### src/rtl/shoelace_pkg.sv
// Shared constants for the shoelace lap sequencer: FSM encoding and synchronizer depth.
package shoelace_pkg;

  localparam logic [2:0] ST_IDLE = 3'd0;
  localparam logic [2:0] ST_ARM  = 3'd1;
  localparam logic [2:0] ST_WAIT = 3'd2;
  localparam logic [2:0] ST_DONE = 3'd3;
  localparam logic [2:0] ST_ERR  = 3'd4;

  localparam int SYNC_DEPTH      = 2;
  localparam int MIN_LAP_LATENCY = 3;

endpackage

### src/rtl/sync2.sv
// Two-flop synchronizer bringing the ring tail into the clk domain.
module sync2
  import shoelace_pkg::*;
(
  input  logic clk,
  input  logic reset,
  input  logic i_async,
  output logic o_sync
);

  logic [SYNC_DEPTH-1:0] r_sync;

  always_ff @(posedge clk) begin
    if (reset) begin
      r_sync <= '0;
    end else begin
      r_sync <= {r_sync[SYNC_DEPTH-2:0], i_async};
    end
  end

  assign o_sync = r_sync[SYNC_DEPTH-1];

endmodule

### src/rtl/shoelace_sequencer.sv
// Lap controller for a co-simulated inverter ring: toggles the chain head, times each
// round trip back from the tail, and tracks per-lap, min and max latency.
module shoelace_sequencer
  import shoelace_pkg::*;
#(
  parameter int NUM_STAGES = 5,
  parameter int CNT_W      = 16,
  parameter int LAPS_W     = 8,
  parameter int TIMEOUT    = 1000
)
(
  input  logic              clk,
  input  logic              reset,
  input  logic              start,
  input  logic [LAPS_W-1:0] num_laps,
  input  logic              chain_out,
  output logic              launch,
  output logic              busy,
  output logic              done,
  output logic              lap_valid,
  output logic [CNT_W-1:0]  lap_latency,
  output logic [LAPS_W-1:0] lap_count,
  output logic [CNT_W-1:0]  min_latency,
  output logic [CNT_W-1:0]  max_latency,
  output logic              error_timeout
);

  localparam logic             STAGE_PARITY = ((NUM_STAGES % 2) != 0);
  localparam logic [CNT_W-1:0] TIMEOUT_C    = CNT_W'(TIMEOUT);

  logic [2:0]        r_state;
  logic [CNT_W-1:0]  r_count;
  logic [LAPS_W-1:0] r_laps;
  logic              r_launch;
  logic              r_busy;
  logic              r_done;
  logic              r_lapValid;
  logic [CNT_W-1:0]  r_lapLatency;
  logic [LAPS_W-1:0] r_lapCount;
  logic [CNT_W-1:0]  r_minLatency;
  logic [CNT_W-1:0]  r_maxLatency;
  logic              r_errorTimeout;

  logic              w_tailS;
  logic              w_match;
  logic              w_startOk;
  logic [CNT_W-1:0]  w_cntNext;
  logic [LAPS_W-1:0] w_lapsNext;

  sync2 u_sync (
    .clk     (clk),
    .reset   (reset),
    .i_async (chain_out),
    .o_sync  (w_tailS)
  );

  // r_launch already holds the post-toggle value while a lap is in flight.
  assign w_match    = (w_tailS == (r_launch ^ STAGE_PARITY));
  assign w_startOk  = start && ((r_state == ST_IDLE) || (r_state == ST_DONE) || (r_state == ST_ERR));
  assign w_cntNext  = (&r_count) ? r_count : r_count + CNT_W'(1);
  assign w_lapsNext = r_lapCount + LAPS_W'(1);

  always_ff @(posedge clk) begin
    if (reset) begin
      r_state        <= ST_IDLE;
      r_count        <= '0;
      r_laps         <= '0;
      r_launch       <= 1'b0;
      r_busy         <= 1'b0;
      r_done         <= 1'b0;
      r_lapValid     <= 1'b0;
      r_lapLatency   <= '0;
      r_lapCount     <= '0;
      r_minLatency   <= '1;
      r_maxLatency   <= '0;
      r_errorTimeout <= 1'b0;
    end else begin
      r_lapValid <= 1'b0;
      r_done     <= (r_state == ST_DONE);
      case (r_state)
        ST_IDLE, ST_DONE, ST_ERR: begin
          if (w_startOk) begin
            r_laps         <= num_laps;
            r_lapCount     <= '0;
            r_maxLatency   <= '0;
            r_minLatency   <= '1;
            r_errorTimeout <= 1'b0;
            r_count        <= '0;
            r_busy         <= 1'b1;
            r_state        <= ST_ARM;
          end else if (r_state == ST_DONE) begin
            r_state <= ST_IDLE;
          end
        end
        ST_ARM: begin
          if (w_match) begin
            if (r_laps == '0) begin
              r_busy  <= 1'b0;
              r_state <= ST_DONE;
            end else begin
              r_launch <= ~r_launch;
              r_count  <= '0;
              r_state  <= ST_WAIT;
            end
          end else if (w_cntNext >= TIMEOUT_C) begin
            r_errorTimeout <= 1'b1;
            r_busy         <= 1'b0;
            r_state        <= ST_ERR;
          end else begin
            r_count <= w_cntNext;
          end
        end
        ST_WAIT: begin
          // A match on the timeout cycle still counts as a good lap.
          if (w_match) begin
            r_lapValid   <= 1'b1;
            r_lapLatency <= w_cntNext;
            r_lapCount   <= w_lapsNext;
            if (w_cntNext < r_minLatency) r_minLatency <= w_cntNext;
            if (w_cntNext > r_maxLatency) r_maxLatency <= w_cntNext;
            if (w_lapsNext == r_laps) begin
              r_busy  <= 1'b0;
              r_state <= ST_DONE;
            end else begin
              r_launch <= ~r_launch;
              r_count  <= '0;
            end
          end else if (w_cntNext >= TIMEOUT_C) begin
            r_errorTimeout <= 1'b1;
            r_busy         <= 1'b0;
            r_state        <= ST_ERR;
          end else begin
            r_count <= w_cntNext;
          end
        end
        default: begin
          r_busy  <= 1'b0;
          r_state <= ST_IDLE;
        end
      endcase
    end
  end

  assign launch        = r_launch;
  assign busy          = r_busy;
  assign done          = r_done;
  assign lap_valid     = r_lapValid;
  assign lap_latency   = r_lapLatency;
  assign lap_count     = r_lapCount;
  assign min_latency   = r_minLatency;
  assign max_latency   = r_maxLatency;
  assign error_timeout = r_errorTimeout;

endmodule

### config.mk
export PLATFORM = sky130hd
export DESIGN_NAME = shoelace_sequencer
export DESIGN_NICKNAME = d
export VERILOG_FILES = /design/src/rtl/shoelace_pkg.sv /design/src/rtl/sync2.sv /design/src/rtl/shoelace_sequencer.sv
export SDC_FILE = /design/constraint.sdc
export NUM_CORES = 1
export LEC_CHECK = 0
export ABC_AREA = 1
export BUFFER_PORTS_ARGS = -buffer_cell sky130_fd_sc_hd__clkbuf_2
export CORE_ASPECT_RATIO = 0.6
export CORE_MARGIN = 1
export CORE_UTILIZATION = 60
export CTS_CLUSTER_DIAMETER = 150
export CTS_CLUSTER_SIZE = 30
export DETAILED_ROUTE_END_ITERATION = 10
export HOLD_SLACK_MARGIN = 0.15
export PLACE_DENSITY = 0.82
export SLEW_MARGIN = 25
export SYNTH_ARGS = -nofsm -noshare
export SYNTH_HDL_FRONTEND = slang
export SYNTH_HIERARCHICAL = 1
export SYNTH_SLANG_ARGS = --single-unit
### constraint.sdc
create_clock -name clk -period 6.11 [get_ports clk]
set_clock_uncertainty 0.15 [all_clocks]
set_input_delay 0.611 -clock clk [delete_from_list [all_inputs] [get_ports clk]]
set_output_delay 0.611 -clock clk [all_outputs]
set_load 0.02 [all_outputs]
* Yosys cells after proc, flatten, opt, wreduce, memory -nomap -nowiden *
Cells that the tools add are included.
Widths: inputs -> output; s select.

storage, ports and cells
  flip-flop bits (word level) = 90
  memories kept = 0
  memory bits (read-only) = 0
  bits in writable memories = 0
  logic and storage cells = 106
  output and inout bits = 61
  bits in latches = 0

operators by class
  divide/modulo/power cells = 0
  add/sub/neg operators = 2
  mux-type cells = 43
  bitwise operators = 2
  $lt $le $gt $ge = 3
  multipliers = 0
  equality and inequality tests = 20
  shifts and indexed selects = 0
  reductions and logical operators = 23

operators with widths
  kind                   count
  $mux 16                12
  $pmux 16 s2            2
  $pmux 16 s3            1
  $mux 3                 6
  $add 16x1->16 const B  1
  $ge 16x10->1 const B   1
  $gt 16x16->1           1
  $lt 16x16->1           1
  $mux 8                 2
  $ne 2x2->1 const B     8
  $pmux 8 s2             1
  $reduce_and 16->1      1
  $reduce_and 4->1       4
  $mux 1                 15
  $ne 3x3->1 const B     5
  $pmux 3 s3             1
  $add 8x1->8 const B    1
  $eq 8x8->1             1
  $logic_not 8->1        1
  $eq 3x2->1 const B     2
  $reduce_and 2->1       3
  $reduce_and 3->1       2
  $reduce_bool 2->1      3
  $reduce_and 5->1       1
  other kinds (13)       17

* Depth between registers and ports, before layout *
  depth in word-level cells = 6
  depth in mapped cells = 24
  gate-level depth less buffers = 24

* Cells and area by module *
Netlist, hierarchy kept.

by module, submodules not included
  module              area each (um^2)  cells each  instances  seq. area each (um^2)
  shoelace_sequencer  5159.9            763         1          1761.7
  sync2               55.1              6           1          40.0

* Least setup slack after synthesis *
OpenSTA, ideal clock, no wires.

  path type = reg2reg
  start point = register r_count[0]
  end point = register r_maxLatency[10] (netlist: max_latency[10])
  data arrival time = 2.628 ns
  stages on the path, launching flop included = 22
  buffers on the path = 1
  library setup time = 0.115 ns
  slack = 3.217 ns
  clock period less this slack = 2.893 ns
  cell sequence = dfxtp_1 ha_1 inv_1 nor2_4 nand2_4 nor2_4 nand2_4 inv_1 nor2_1 a21oi_1 ha_1 nand2_1 o21ai_0 a21oi_1 o211ai_1 nand3_1 nand3_1 nand2_1 nand2_2 buf_4 a21oi_1 nor2_1

on the way
  longest elaborated chain between the ends = 5

RTL lines
  element                                                    RTL line                   text
  start, declared                                            shoelace_sequencer.sv:32   logic [CNT_W-1:0] r_count;
  start signal, assigned                                     shoelace_sequencer.sv:110  r_count <= w_cntNext;
  start signal, assigned                                     shoelace_sequencer.sv:133  r_count <= w_cntNext;
  $add 16x1->16 / $reduce_and 16->1 (equally long branches)  shoelace_sequencer.sv:60   assign w_cntNext = (&r_count) ? r_count : r_count + CNT_W'(1);
  $mux 16 (*)                                                shoelace_sequencer.sv:60
  via w_cntNext[1]                                           shoelace_sequencer.sv:47   logic [CNT_W-1:0] w_cntNext;
  $gt 16x16->1 (*)                                           shoelace_sequencer.sv:120  if (w_cntNext > r_maxLatency) r_maxLatency <= w_cntNext;
  $ne 2x2->1 (no source line) (*)                            --
  $reduce_and 4->1 (no source line) (*)                      --
  end signal, assigned                                       shoelace_sequencer.sv:120
  end, declared                                              shoelace_sequencer.sv:41   logic [CNT_W-1:0] r_maxLatency;

Mark *: on every way through the listed nets, which the timed path passes. The rest lies on a longest branch. The select of a mux whose other input is x is not followed.
A chain may end at the register's enable or synchronous reset.

* Worst setup path in the final report *
  start point = register r_count[0]
  end point = register r_maxLatency[12] (netlist: max_latency[12])

The elaborated chain is that of the path after synthesis.

==> flow_metrics.tcl <==
set metrics [dict create \
    dp_slack_ns 2.36 \
    synth_top_family_by_area "simple AND/OR/NAND/NOR gates" \
    synth_compound_area_share_pct 10.1 \
    synth_top_area_share_pct 34.5 \
    ios 73 \
    finalSetupTns_ns 0 \
    clock_latency_ns 0.35 \
    grt_use_met2_pct 51.0 \
    crit_required_ns 6.24 \
    cp_cell_sequence "ha_1 > inv_1 > nor2_4 > nand2_4 > inv_1 > nand2_1 > nand2_1 > ha_1 > nand2_1 > inv_1 > nand2_1 > o21ai_0 > a21oi_1 > o211ai_1 > nand3_1 > nand3_1 > nand2_1 > nand2_2 > nand2_1 > nand2_1 > nand2_1 > nor2_1" \
    fin_hold_ws_ns 0.268 \
    cts_made_buffers 9 \
    vdd_drop_max_mv 0.230 \
    gr-usage-met3_pct 8.05 \
    ys_ff_latch 90 \
    first_global_vias 4712 \
    critical_path.max_stage_delay_ns 0.41 \
    fin_total_pwr_mw 1.42 \
    synth_top_cells_by_area "dfxtp_1, nand2_1, nand3_1, inv_1, ha_1" \
    place_area_um2 5580 \
    synth_cell_types 41 \
    fin_crit_sh_pct 63.8 \
    initial_utilization_pct 64.1 \
    cts_tree "done" \
    hold_viol_final 0 \
    power_density_nw_per_um2 240 \
    critPathMostFrequentCell "nand2_1" \
    cts_resized 0 \
    critPathSlowestCell "nand2_1" \
    drive_above_1_share_pct 15.0 \
    p_int_mw 1.03 \
    firstDrtPassIters 6 \
    timing.fmax_mhz 257 \
    clockBufferDepth 2 \
    drtAntennaViolNets 0 \
    vias 5381 \
    dp_hpwl_mm 10.2 \
    port_buffers 72 \
    drt_iter0_markers 559 \
    die_y_um 74.2 \
    worst_ep_arrival_time_ns 4.03 \
    track_usage_pct 33.2 \
    synthCells 769 \
    rsz0062_at_grt "false" \
    grt_overflow 0 \
    crit_path_start_kind "register" \
    syn_avg_cell_area_um2 6.78 \
    area_delta_synth_final_pct 13.2 \
    postCtsHoldBufs 0 \
    clkPwrFrac_pct 42.2 \
    utilization_pct 72.6 \
    drv_slew 0 \
    synth-adder-area-share_pct 6.48 \
    placementRows 25 \
    setup_viol 0 \
    grt.busiest_layer "met2" \
    fin_crit_ns 3.90 \
    layout.nets 865 \
    core_um2 8130 \
    die_width_um 122 \
    synth_mux_area_share_pct 0 \
    hold_path_class "reg2reg" \
    synth_fp_nets 808 \
    grt_max_degree 51 \
    tightest_slew_ns 0.744 \
    grt_pass1_wl_mm 23.1 \
    synth_xor_xnor_area_share_pct 3.02 \
    dieArea_um2 9080 \
    synth.yosys.warnings 6 \
    cts-root-buf "clkbuf_16" \
    final_cell_count_no_fill 939 \
    leakagePower_nw 2.85 \
    worst_setup_path_end_kind "register" \
    switching_share_pct 27.3 \
    grt.met1_usage_pct 46.3 \
    combPwrFrac_pct 13.3 \
    seqPwrFrac_pct 44.5 \
    yosys.area.top_type "dfxtp_1" \
    n_antenna_cell 0 \
    critPathKind "reg2reg" \
    status "finished, final reports clean" \
    syn_area_um2 5220 \
    htree_levels 3 \
    worst_slack_ns 2.21 \
    numClockSinks 90 \
    drc 0 \
    place.gp.congestion 0.926 \
    slew_headroom_pct 50.4 \
    vias_per_cell 5.73 \
    post_cts_buffers 0 \
    drv_cap 0 \
    wire_per_inst_um 15.5 \
    clk_pin_slew_ns 0.06 \
    dp.cells 923 \
    antenna_found_initial 0 \
    p_switching_mw 0.387 \
    drt-total-wl_mm 14.5 \
    ys_seq_area_share_pct 34.5 \
    crit_fanout 31 \
    fin_area_um2 5900 \
    synth_simple_gate_area_share_pct 35.1 \
]
## worst paths after layout
check	start	endpoint	slack [ns]	depth (start not counted)
setup / recovery	r_count[0]	max_latency[12]	2.21	22
hold / removal	u_sync/r_sync[0]	u_sync/r_sync[1]	0.27	2
setup reg to reg	r_count[0]	max_latency[12]	2.21	22
hold reg to reg	u_sync/r_sync[0]	u_sync/r_sync[1]	0.27	2
## worst max-delay path, delay by kind of cell (launching register included)
family / cells / cell delay [ns]
fa+ha+maj: 2 / 0.65
buf+inv: 3 / 0.21
flops: 1 / 0.36
simple gates: 14 / 2.05
compound gates: 3 / 0.39
## routing by layer
| layer | part of all wire, % | wire (um) | up-vias |
|---|---|---|---|
| met2 | 42 | 6110 | 309 |
| li1 | - | - | 2593 |
| met4 | 1.5 | 221 | 0 |
| met3 | 11 | 1660 | 29 |
| met5 | 0 | 0 | - |
| met1 | 45 | 6560 | 2450 |
## layout by cell type, fill, tap and decap left out, types with 9 or more instances in the layout
cell / count
xor2_1: 9
a21oi_1: 50
clkbuf_16: 9
dfxtp_1: 90
ha_1: 27
inv_1: 102
nand4_1: 11
clkbuf_2: 72
o21ai_0: 34
nand3_1: 106
nor2_1: 69
nand2_1: 174
nor3_1: 12
## Yosys cell counts (all sizes together)
cell type	n
o21bai	2
clkinv	1
dfxtp	90
xor2	11
ha	27
nor4	3
nor3	13
nor2	75
and2	2
nand2	186
nand3b	1
a31o	1
o21ai	38
nand4	11
a21oi	52
a31oi	1
or2	3
buf	13
a211oi	1
a21o	1
o211ai	2
inv	105
clkbuf	17
xnor2	4
nand3	109
## state kept, by name (all words and copies together) (netlist names)
name,flops
busy,1
done,1
error_timeout,1
r_state,3
min_latency,16
lap_count,8
max_latency,16
launch,1
lap_valid,1
r_laps,8
lap_latency,16
u_sync/r_sync,2
r_count,16
## power groups by stage
stage | clock, mW | combinational, mW | sequential, mW
floorplan | 0 | 0.117 | 0.660
global placement | 0 | 0.176 | 0.643
detailed placement | 0 | 0.183 | 0.644
CTS | 0.604 | 0.186 | 0.631
global route | 0.631 | 0.210 | 0.634
finish | 0.599 | 0.188 | 0.632
## cell type report
cell class | instances | area (um2)
multi-input cells | 543 | 2860
repair buffers | 76 | 390
clock inverters | 6 | 90.1
fillers | 677 | 2230
flip-flops and latches | 90 | 1800
clock buffers | 10 | 229
inverters | 106 | 398
well taps | 108 | 135
## kinds of logic after synthesis
logic type,Yosys count
flip-flops,90
AND/OR/NAND/NOR,403
AO/OA/AOI/OAI,98
XOR/XNOR,15
buffers and inverters,136
adder cells (fa/ha/maj),27
Note: power is estimated with default switching activity, not from simulation.
